### config.mk
export PLATFORM = sky130hd
export DESIGN_NAME = alu_result_display_flat
export DESIGN_NICKNAME = d
export VERILOG_FILES = /design/src/rtl/alu_result_display_if.sv /design/src/rtl/alu_result_display.sv /design/src/flat_wrapper.sv
export SDC_FILE = /design/constraint.sdc
export NUM_CORES = 1
export LEC_CHECK = 0
export BUFFER_PORTS_ARGS = -buffer_cell sky130_fd_sc_hd__buf_2
export CAP_MARGIN = 20
export CORE_MARGIN = 10
export CORE_UTILIZATION = 33
export CTS_CLUSTER_SIZE = 8
export DETAILED_ROUTE_END_ITERATION = 8
export PLACE_DENSITY_LB_ADDON = 0.1
export SYNTH_ARGS = -nofsm -noshare
export SYNTH_HDL_FRONTEND = slang
export SYNTH_SLANG_ARGS = --single-unit
### constraint.sdc
create_clock -name clock -period 4.8 [get_ports clock]
set_clock_uncertainty 0.05 [all_clocks]
set_input_delay 0.96 -clock clock [delete_from_list [all_inputs] [get_ports clock]]
set_output_delay 0.96 -clock clock [all_outputs]
set_load 0.02 [all_outputs]
### src/rtl/alu_result_display_if.sv
// Bus between the ALU and the result display: load strobe and result in,
// conversion status and 7-segment drive out.
interface alu_result_display_if #(
  parameter int LENGTH_v = 5
);
  logic                    load;
  logic [LENGTH_v*2-1:0]   value;
  logic                    negative;
  logic                    busy;
  logic [3:0]              anode;
  logic [6:0]              segments;

  modport master (output load, value, negative, input busy, anode, segments);
  modport slave  (input load, value, negative, output busy, anode, segments);
endinterface

### src/rtl/alu_result_display.sv
// ALU result display: double-dabble binary-to-BCD converter with a one-deep
// pending buffer, feeding a 4-digit multiplexed active-low 7-segment scanner.
module alu_result_display #(
  parameter int LENGTH_v = 5,
  parameter int CLK_DIV  = 50000
) (
  input  logic                clock,
  input  logic                reset,
  alu_result_display_if.slave bus
);
  localparam int W  = LENGTH_v * 2;
  localparam int CW = $clog2(W + 1);
  localparam int PW = (CLK_DIV > 2) ? $clog2(CLK_DIV) : 1;
  localparam logic [PW-1:0] PRE_MAX = PW'(CLK_DIV - 1);

  localparam logic [6:0] SEG_BLANK = 7'b1111111;
  localparam logic [6:0] SEG_DASH  = 7'b0111111;
  localparam logic [6:0] SEG_E     = 7'b0000110;

  typedef enum logic [1:0] {IDLE, SHIFT, LATCH} state_t;

  state_t          state_q, state_d;
  logic [W-1:0]    shift_q, shift_d;
  logic [15:0]     bcd_q, bcd_d, adj;
  logic [CW-1:0]   cnt_q, cnt_d;
  logic            minus_q, minus_d;   // 1 = result is negative
  logic            pend_q, pend_d;
  logic [W-1:0]    pval_q, pval_d;
  logic            pminus_q, pminus_d;
  logic [15:0]     dbcd_q, dbcd_d;
  logic            dminus_q, dminus_d;

  always_comb begin
    adj = bcd_q;
    for (int i = 0; i < 4; i++)
      if (bcd_q[4*i +: 4] >= 4'd5) adj[4*i +: 4] = bcd_q[4*i +: 4] + 4'd3;
  end

  always_comb begin
    state_d  = state_q;
    shift_d  = shift_q;
    bcd_d    = bcd_q;
    cnt_d    = cnt_q;
    minus_d  = minus_q;
    pend_d   = pend_q;
    pval_d   = pval_q;
    pminus_d = pminus_q;
    dbcd_d   = dbcd_q;
    dminus_d = dminus_q;
    case (state_q)
      IDLE: if (bus.load) begin
        shift_d = bus.value;
        minus_d = ~bus.negative;
        bcd_d   = '0;
        cnt_d   = CW'(W);
        state_d = SHIFT;
      end
      SHIFT: begin
        {bcd_d, shift_d} = {adj, shift_q} << 1;
        cnt_d = cnt_q - CW'(1);
        if (cnt_q == CW'(1)) state_d = LATCH;
        if (bus.load) begin
          pend_d   = 1'b1;
          pval_d   = bus.value;
          pminus_d = ~bus.negative;
        end
      end
      LATCH: begin
        dbcd_d   = bcd_q;
        dminus_d = minus_q;
        state_d  = IDLE;
        // A load arriving now is newer than anything pending, so it wins.
        if (bus.load || pend_q) begin
          shift_d = bus.load ? bus.value : pval_q;
          minus_d = bus.load ? ~bus.negative : pminus_q;
          bcd_d   = '0;
          cnt_d   = CW'(W);
          pend_d  = 1'b0;
          state_d = SHIFT;
        end
      end
      default: state_d = IDLE;
    endcase
  end

  always_ff @(posedge clock or posedge reset) begin
    if (reset) begin
      state_q  <= IDLE;
      shift_q  <= '0;
      bcd_q    <= '0;
      cnt_q    <= '0;
      minus_q  <= 1'b0;
      pend_q   <= 1'b0;
      pval_q   <= '0;
      pminus_q <= 1'b0;
      dbcd_q   <= '0;
      dminus_q <= 1'b0;
    end else begin
      state_q  <= state_d;
      shift_q  <= shift_d;
      bcd_q    <= bcd_d;
      cnt_q    <= cnt_d;
      minus_q  <= minus_d;
      pend_q   <= pend_d;
      pval_q   <= pval_d;
      pminus_q <= pminus_d;
      dbcd_q   <= dbcd_d;
      dminus_q <= dminus_d;
    end
  end

  assign bus.busy = (state_q != IDLE);

  function automatic logic [6:0] seg7(input logic [3:0] d);
    case (d)
      4'd0: seg7 = 7'b1000000;
      4'd1: seg7 = 7'b1111001;
      4'd2: seg7 = 7'b0100100;
      4'd3: seg7 = 7'b0110000;
      4'd4: seg7 = 7'b0011001;
      4'd5: seg7 = 7'b0010010;
      4'd6: seg7 = 7'b0000010;
      4'd7: seg7 = 7'b1111000;
      4'd8: seg7 = 7'b0000000;
      4'd9: seg7 = 7'b0010000;
      default: seg7 = SEG_BLANK;
    endcase
  endfunction

  logic [PW-1:0] pre_q, pre_d;
  logic          tick_q, tick_d;
  logic [1:0]    ptr_q, ptr_d;
  logic [3:0]    anode_q, anode_d;
  logic [6:0]    seg_q, seg_d, glyph;
  logic [3:0]    d0, d1, d2, d3;

  assign {d3, d2, d1, d0} = dbcd_q;

  // Leading-zero blanking; digit 3 doubles as sign / overflow indicator.
  always_comb begin
    glyph = SEG_BLANK;
    case (ptr_q)
      2'd0: glyph = seg7(d0);
      2'd1: glyph = ((d3 | d2 | d1) != 4'd0) ? seg7(d1) : SEG_BLANK;
      2'd2: glyph = ((d3 | d2) != 4'd0) ? seg7(d2) : SEG_BLANK;
      2'd3: if (d3 != 4'd0)                   glyph = dminus_q ? SEG_E : seg7(d3);
            else if (dminus_q && dbcd_q != '0) glyph = SEG_DASH;
      default: glyph = SEG_BLANK;
    endcase
  end

  always_comb begin
    pre_d   = (pre_q == PRE_MAX) ? '0 : pre_q + PW'(1);
    tick_d  = (pre_q == PRE_MAX);
    ptr_d   = ptr_q;
    anode_d = anode_q;
    seg_d   = seg_q;
    if (tick_q) begin
      ptr_d   = ptr_q + 2'd1;
      anode_d = ~(4'b0001 << ptr_q);
      seg_d   = glyph;
    end
  end

  always_ff @(posedge clock or posedge reset) begin
    if (reset) begin
      pre_q   <= '0;
      tick_q  <= 1'b0;
      ptr_q   <= '0;
      anode_q <= 4'b1111;
      seg_q   <= SEG_BLANK;
    end else begin
      pre_q   <= pre_d;
      tick_q  <= tick_d;
      ptr_q   <= ptr_d;
      anode_q <= anode_d;
      seg_q   <= seg_d;
    end
  end

  assign bus.anode    = anode_q;
  assign bus.segments = seg_q;
endmodule

### src/flat_wrapper.sv
// flat-port wrapper written by rule: the top's interface ports become plain ports
module alu_result_display_flat 
#(
  parameter int LENGTH_v = 5,
  parameter int CLK_DIV  = 50000
)
  (clock, reset, bus_load, bus_value, bus_negative, bus_busy, bus_anode, bus_segments);
  alu_result_display_if #(.LENGTH_v(LENGTH_v)) bus_i ();
  input  logic clock;
  input  logic reset;
  input wire logic [$bits(bus_i.load)-1:0] bus_load;
  input wire logic [$bits(bus_i.value)-1:0] bus_value;
  input wire logic [$bits(bus_i.negative)-1:0] bus_negative;
  output wire logic [$bits(bus_i.busy)-1:0] bus_busy;
  output wire logic [$bits(bus_i.anode)-1:0] bus_anode;
  output wire logic [$bits(bus_i.segments)-1:0] bus_segments;
  assign bus_i.load = bus_load;
  assign bus_i.value = bus_value;
  assign bus_i.negative = bus_negative;
  assign bus_busy = bus_i.busy;
  assign bus_anode = bus_i.anode;
  assign bus_segments = bus_i.segments;
  alu_result_display #(.LENGTH_v(LENGTH_v), .CLK_DIV(CLK_DIV)) u_core (.clock(clock), .reset(reset), .bus(bus_i));
endmodule
# Word-level counts from Yosys, hierarchy flattened
# Memories as Yosys holds them, arrays and structs flattened.
# Index checks and enable logic that the tools add are counted.
[classes] addsub=7 n_lt_le_gt_ge=4 eq_ne=11 shift=1 n_mux=32 n_bitwise=4 reduce_logical=16
[op_table] operator="two-way mux 16 bit" count=3
[op_table] operator="one-hot mux 16 bit (3 select lines)" count=1
[op_table] operator="two-way mux 7 bit" count=5
[op_table] operator="two-way mux 10 bit" count=3
[op_table] operator="one-hot mux 10 bit (3 select lines)" count=1
[op_table] operator="one-hot mux 7 bit (4 select lines)" count=1
[op_table] operator="two-way mux 4 bit" count=5
[op_table] operator="adder 16 x 1 -> 16 bit, second input constant" count=1
[op_table] operator="equality test 16 bit, second input constant" count=1
[op_table] operator=">= comparator 4 x 3 -> 1 bit, second input constant" count=4
[op_table] operator="nonzero test 16 bit" count=1
[op_table] operator="adder 4 x 2 -> 4 bit, second input constant" count=3
[op_table] operator="one-hot mux 4 bit (3 select lines)" count=1
[op_table] operator="nonzero test 4 bit" count=3
[op_table] operator="AND reduction 3 bit" count=3
[op_table] operator="OR 4 bit" count=2
[op_table] operator="equality test 2 bit, second input constant" count=3
[op_table] operator="two-way mux 1 bit" count=6
[op_table] operator="one-hot mux 2 bit (3 select lines)" count=1
[op_table] operator="nonzero test 2 bit" count=3
[op_table] operator="equality test 2 x 1 -> 1 bit, second input constant" count=2
[op_table] operator="equality test 4 x 1 -> 1 bit, second input constant" count=1
[op_table] operator="logical NOT 2 bit" count=2
[op_table] operator="two-way mux 2 bit" count=2
[op_table] operator="14 further kinds" count=17
[word_totals] register_bits=92 rom_bits=448 inputBits=14 out_inout_bits=12 n_memories=4
[memory_table] memory="(name not given)" depth=16 width=7 read_ports=1 rd_clocked_by_memory_dff=0 wr=0 line_no="alu_result_display.sv:115" source="case (d)"
[memory_table] memory="(name not given)" depth=16 width=7 read_ports=1 rd_clocked_by_memory_dff=0 wr=0 line_no="alu_result_display.sv:115"
[memory_table] memory="(name not given)" depth=16 width=7 read_ports=1 rd_clocked_by_memory_dff=0 wr=0 line_no="alu_result_display.sv:115"
[memory_table] memory="(name not given)" depth=16 width=7 read_ports=1 rd_clocked_by_memory_dff=0 wr=0 line_no="alu_result_display.sv:115"

# Logic depth before layout (Yosys ltp)
[logic_depth] ltp_word=5 ltp_mapped=9 mapped_depth_nobuf=7

# Least setup slack after synthesis
# No wires, ideal clock.
[synth_timing] kind="input-to-reg" from="input bus_load" to="register u_core.shift_q[6]" setup_ns=0.132 arrival_ns=2.131 required_ns=4.618 slack_ns=2.486 path_stages=5 path_buffers=2 cell_sequence="clkbuf_1 clkbuf_1 mux2_2 a221oi_1 o31ai_1"
[synth_between] elab_chain_len=3 elab_cells_between_ends=7 classes_between="2 x eq/ne; 3 x mux; 2 x reduce/logical"
[synth_lines] item="from (decl)" line_no="flat_wrapper.sv:11" source="input wire logic [$bits(bus_i.load)-1:0] bus_load;"
[synth_lines] item="two-way mux 10 bit or logical OR 1 bit (tied branches)" line_no="alu_result_display.sv:74, alu_result_display.sv:73"
[synth_lines] item="two-way mux 10 bit or != test 2 x 1 -> 1 bit (tied branches)"
[synth_lines] item="one-hot mux 10 bit (3 select lines) or AND reduction 3 bit (tied branches)"
[synth_lines] item="to (signal assigned)" line_no="alu_result_display.sv:100" source="shift_q <= shift_d;"
[synth_lines] item="to (decl)" line_no="alu_result_display.sv:23" source="logic [W-1:0] shift_q, shift_d;"
# Parallel ways exist; a longest one is shown, timed or not. The select of a mux whose other input is x is not followed.
# A chain may end at the register's enable or synchronous reset.

# Worst setup path in the final report
[layout_timing] from="register u_core.state_q[0]" to="output bus_busy"
[layout_between] elab_chain_len=1
[layout_lines] item="from (decl)" line_no="alu_result_display.sv:22" source="state_t state_q, state_d;"
[layout_lines] item="from (signal assigned)" line_no="alu_result_display.sv:99" source="state_q <= state_d;"
[layout_lines] item="nonzero test 2 bit" line_no="alu_result_display.sv:112" source="assign bus.busy = (state_q != IDLE);"
[layout_lines] item="to (decl)" line_no="flat_wrapper.sv:14" source="output wire logic [$bits(bus_i.busy)-1:0] bus_busy;"
# Every way passes these cells.

==> impl_metrics.toml <==
[outcome]
status = "complete, no violations"

[min_path]
min_path_type = "reg2reg"
min_to = "u_core.bus.anode[2]"
hold_depth = 2
min-delay-start = "u_core.bus.anode[2]"

[synth]
synth_cell_type_count = 61
ys_warn_count = 0
yosysSeqAreaShare_pct = 42.6
ys.flop_type = "dfrtp_1"
synthesis.nets = 631
postSynthCellCount = 576
syn-cell-area_um2 = 5440
ys_seq_elements = 92
synth_edf_count = 0
ys_async_sr_fraction_pct = 100
synth.avg_cell_area_um2 = 9.44

[finish]
final_cells = 807
fillers = 1666
layout-drive-gt1-share_pct = 15.1
syn_to_final_growth_pct = 10.8
multi_input_area_um2 = 2870
regArea_um2 = 2320
n_antenna_cell = 0
fin_nets = 643

[placement]
place_hpwl_um = 8820
io_buffers = 25
gp_congestion = 0.823
placed_cells = 793

[clocking]
cts_htree_levels = 3
clock-sinks = 92
clock_latency_ns = 0.35
cts_tree = "yes"
clk_root_buffer_cell = "clkbuf_16"
cts_hold_buffers = 0
post_cts_buffers = 0
clockBufferDepth = 2
postCtsResizedCells = 0
cts_buffers = 9
cts.clk_slew.worst_paths_ns = 0.06

[timing]
tightest_slew_ns = 0.877
slew_headroom_pct = 41.5
rsz0062_at_grt = "no"
fin_tns_setup_ns = 0
fin_crit_ns = 2.35
setup_viol = 0
fmax_mhz = 426
finalMaxSlewViolations = 0
period_share_pct = 48.9
final_hold_viol_count = 0

[critical_path]
worstSetupPathType = "reg2out"
cp.arrival_ns = 1.34
critPathRequiredTime_ns = 3.79
crit_slowest_cell = "dfrtp_1"
crit_cells = 4
cpMostUsedCell = "inv_1"
ff2ff_path_depth = 8
worstPathCellList = "inv_1 -> ha_1 -> inv_1 -> buf_2"
cp_max_fo = 4
r2r-end = "u_core.cnt_q[2]"
cp_num_buf_inv = 3
reg2reg_from = "u_core.state_q[0]"
critical_path.endpoint_type = "primary output"
crit_path_max_incr_delay_ns = 0.38
reg2reg_slack_ns = 2.53
worstSetupStartpointType = "register"
crit_family = "buffers and inverters"

[global_routing]
grtUsageTotal_pct = 11.7
grt_pass1_wl_um = 21100
grt.overflow.total = 0
grt_max_degree = 70
grt_pass1_vias = 4020
antenna_found_initial = 0

[die]
start_util_pct = 34.0
die_area_um2 = 22000
die-height_um = 148
fp.dieW_um = 148
pin_count = 26
row_count = 46
core_area_um2 = 16000

[power]
p_leak_nw = 2.59
power.density_nw_per_um2 = 419
power_w = 0.00252
peakVddDrop_uv = 176

[route]
post_drt_wl_per_cell_um = 15.6
wl_um = 12600
drtIter0Drc = 261
vias = 4115
firstDrtPassIters = 4
drc = 0
antenna_left = 0
viasPerCell = 5.10

[job]
maxCapViolCount = 0
per-layer routing:
metal | part of all wire [%] | track usage [%] | wire length (um)
met1 | 50 | 16.1 | 6260
met2 | 45 | 17.8 | 5670
met3 | 3.4 | 2.00 | 430
met5 | 0 | 0 | 0
met4 | 1.7 | 5.00 | 208
sequential cells by signal, indices dropped and copies added (netlist names), 2 cells and up:
name / flops
u_core.bus.anode: 4
u_core.ptr_q: 2
u_core.bus.segments: 7
u_core.pval_q: 10
u_core.state_q: 2
u_core.cnt_q: 4
u_core.shift_q: 10
u_core.pre_q: 16
u_core.dbcd_q: 16
u_core.bcd_q: 16
how the worst max path moves through the flow:
stage / from / end / slack (ns)
floorplan: reset / u_core.bcd_q[0] / 1.42
global placement: bus_load / u_core.pval_q[0] / 2.48
detailed placement: bus_load / u_core.pval_q[1] / 2.46
CTS: u_core.state_q[0] / bus_busy / 2.42
global route: u_core.state_q[0] / u_core.cnt_q[2] / 2.30
finish: u_core.state_q[0] / bus_busy / 2.45
cell usage after synthesis, types with 5 or more instances:
cell type | instances | area (um2)
dfstp_2 | 11 | 289
nand3_1 | 10 | 50.1
mux2_2 | 22 | 248
nor2_1 | 35 | 131
nor2b_1 | 13 | 81.3
o31ai_1 | 6 | 45.0
o21ai_0 | 64 | 320
xnor2_1 | 14 | 123
inv_1 | 32 | 120
o22ai_1 | 12 | 75.1
nor3_1 | 7 | 35.0
a22o_1 | 5 | 43.8
nand2_1 | 69 | 259
xor2_1 | 7 | 61.3
nand2b_1 | 12 | 75.1
a21oi_1 | 22 | 110
a31oi_1 | 8 | 50.1
mux2i_1 | 5 | 50.1
a221oi_1 | 5 | 43.8
a211oi_1 | 5 | 37.5
nor3b_1 | 6 | 45.0
ha_1 | 41 | 513
dfrtp_1 | 81 | 2030
clkbuf_1 | 23 | 86.3
cells in the final DEF, fill, tap and decap left out, types with 3 or more instances in the layout:
| cell | count |
|---|---|
| a211oi_1 | 5 |
| a21oi_1 | 22 |
| a221oi_1 | 5 |
| a222oi_1 | 4 |
| a22o_1 | 5 |
| a31oi_1 | 8 |
| and3_1 | 4 |
| and4_1 | 4 |
| buf_2 | 25 |
| buf_4 | 4 |
| clkbuf_16 | 9 |
| dfrtp_1 | 81 |
| dfstp_2 | 11 |
| ha_1 | 41 |
| inv_1 | 31 |
| mux2_2 | 22 |
| mux2i_1 | 5 |
| nand2_1 | 69 |
| nand2b_1 | 12 |
| nand3_1 | 10 |
| nor2_1 | 35 |
| nor2b_1 | 13 |
| nor3_1 | 7 |
| nor3b_1 | 6 |
| o21ai_0 | 64 |
| o221ai_1 | 3 |
| o22ai_1 | 12 |
| o31ai_1 | 6 |
| or2_2 | 4 |
| xnor2_1 | 14 |
| xor2_1 | 7 |
worst register-to-register path: stages, from the launching register on:
cell	delay, ns
dfrtp_1	0.41
inv_1	0.10
ha_1	0.15
buf_4	0.39
a21oi_1	0.18
o21bai_2	0.13
buf_4	0.38
o21ai_0	0.18
a22o_1	0.19
power breakdown:
group          internal (W)  switching (W)
combinational      0.000312       0.000444
clock              0.000426       0.000299
sequential         0.000921       0.000123
cells by family after synthesis:
family / after synthesis / share of synthesized area, %
adders and majority gates: 41 / 9.43
muxes: 27 / 5.48
DFF: 92 / 42.6
buffers and inverters: 61 / 4.78
AOI/OAI and AO/OA: 154 / 17.9
and+or+nand+nor: 180 / 16.5
xor gates and xnor gates: 21 / 3.38
metrics by stage:
| stage | worst slack (ns) | utilization (%) | area (um2) | hold WS (ns) |
|---|---|---|---|---|
| detailed placement | 2.46 | 35.8 | 5730 | 0.414 |
| finish | 2.45 | 37.7 | 6030 | 0.421 |
| global placement | 2.48 | 35.8 | 5730 | 0.406 |
| floorplan | 1.42 | - | 5440 | 0.392 |
| global route | 2.30 | 37.7 | 6030 | 0.461 |
| CTS | 2.42 | 37.7 | 6030 | 0.425 |
layout make-up:
class	instances	area share [%]
Clock buffer	12	4.26
Sequential cell	92	38.4
Inverter	33	2.10
Multi-Input combinational cell	423	47.6
Timing Repair Buffer	29	2.57
Tap cell	216	4.49
Clock inverter	2	0.581
No activity file was read; power rests on OpenSTA's default activity.
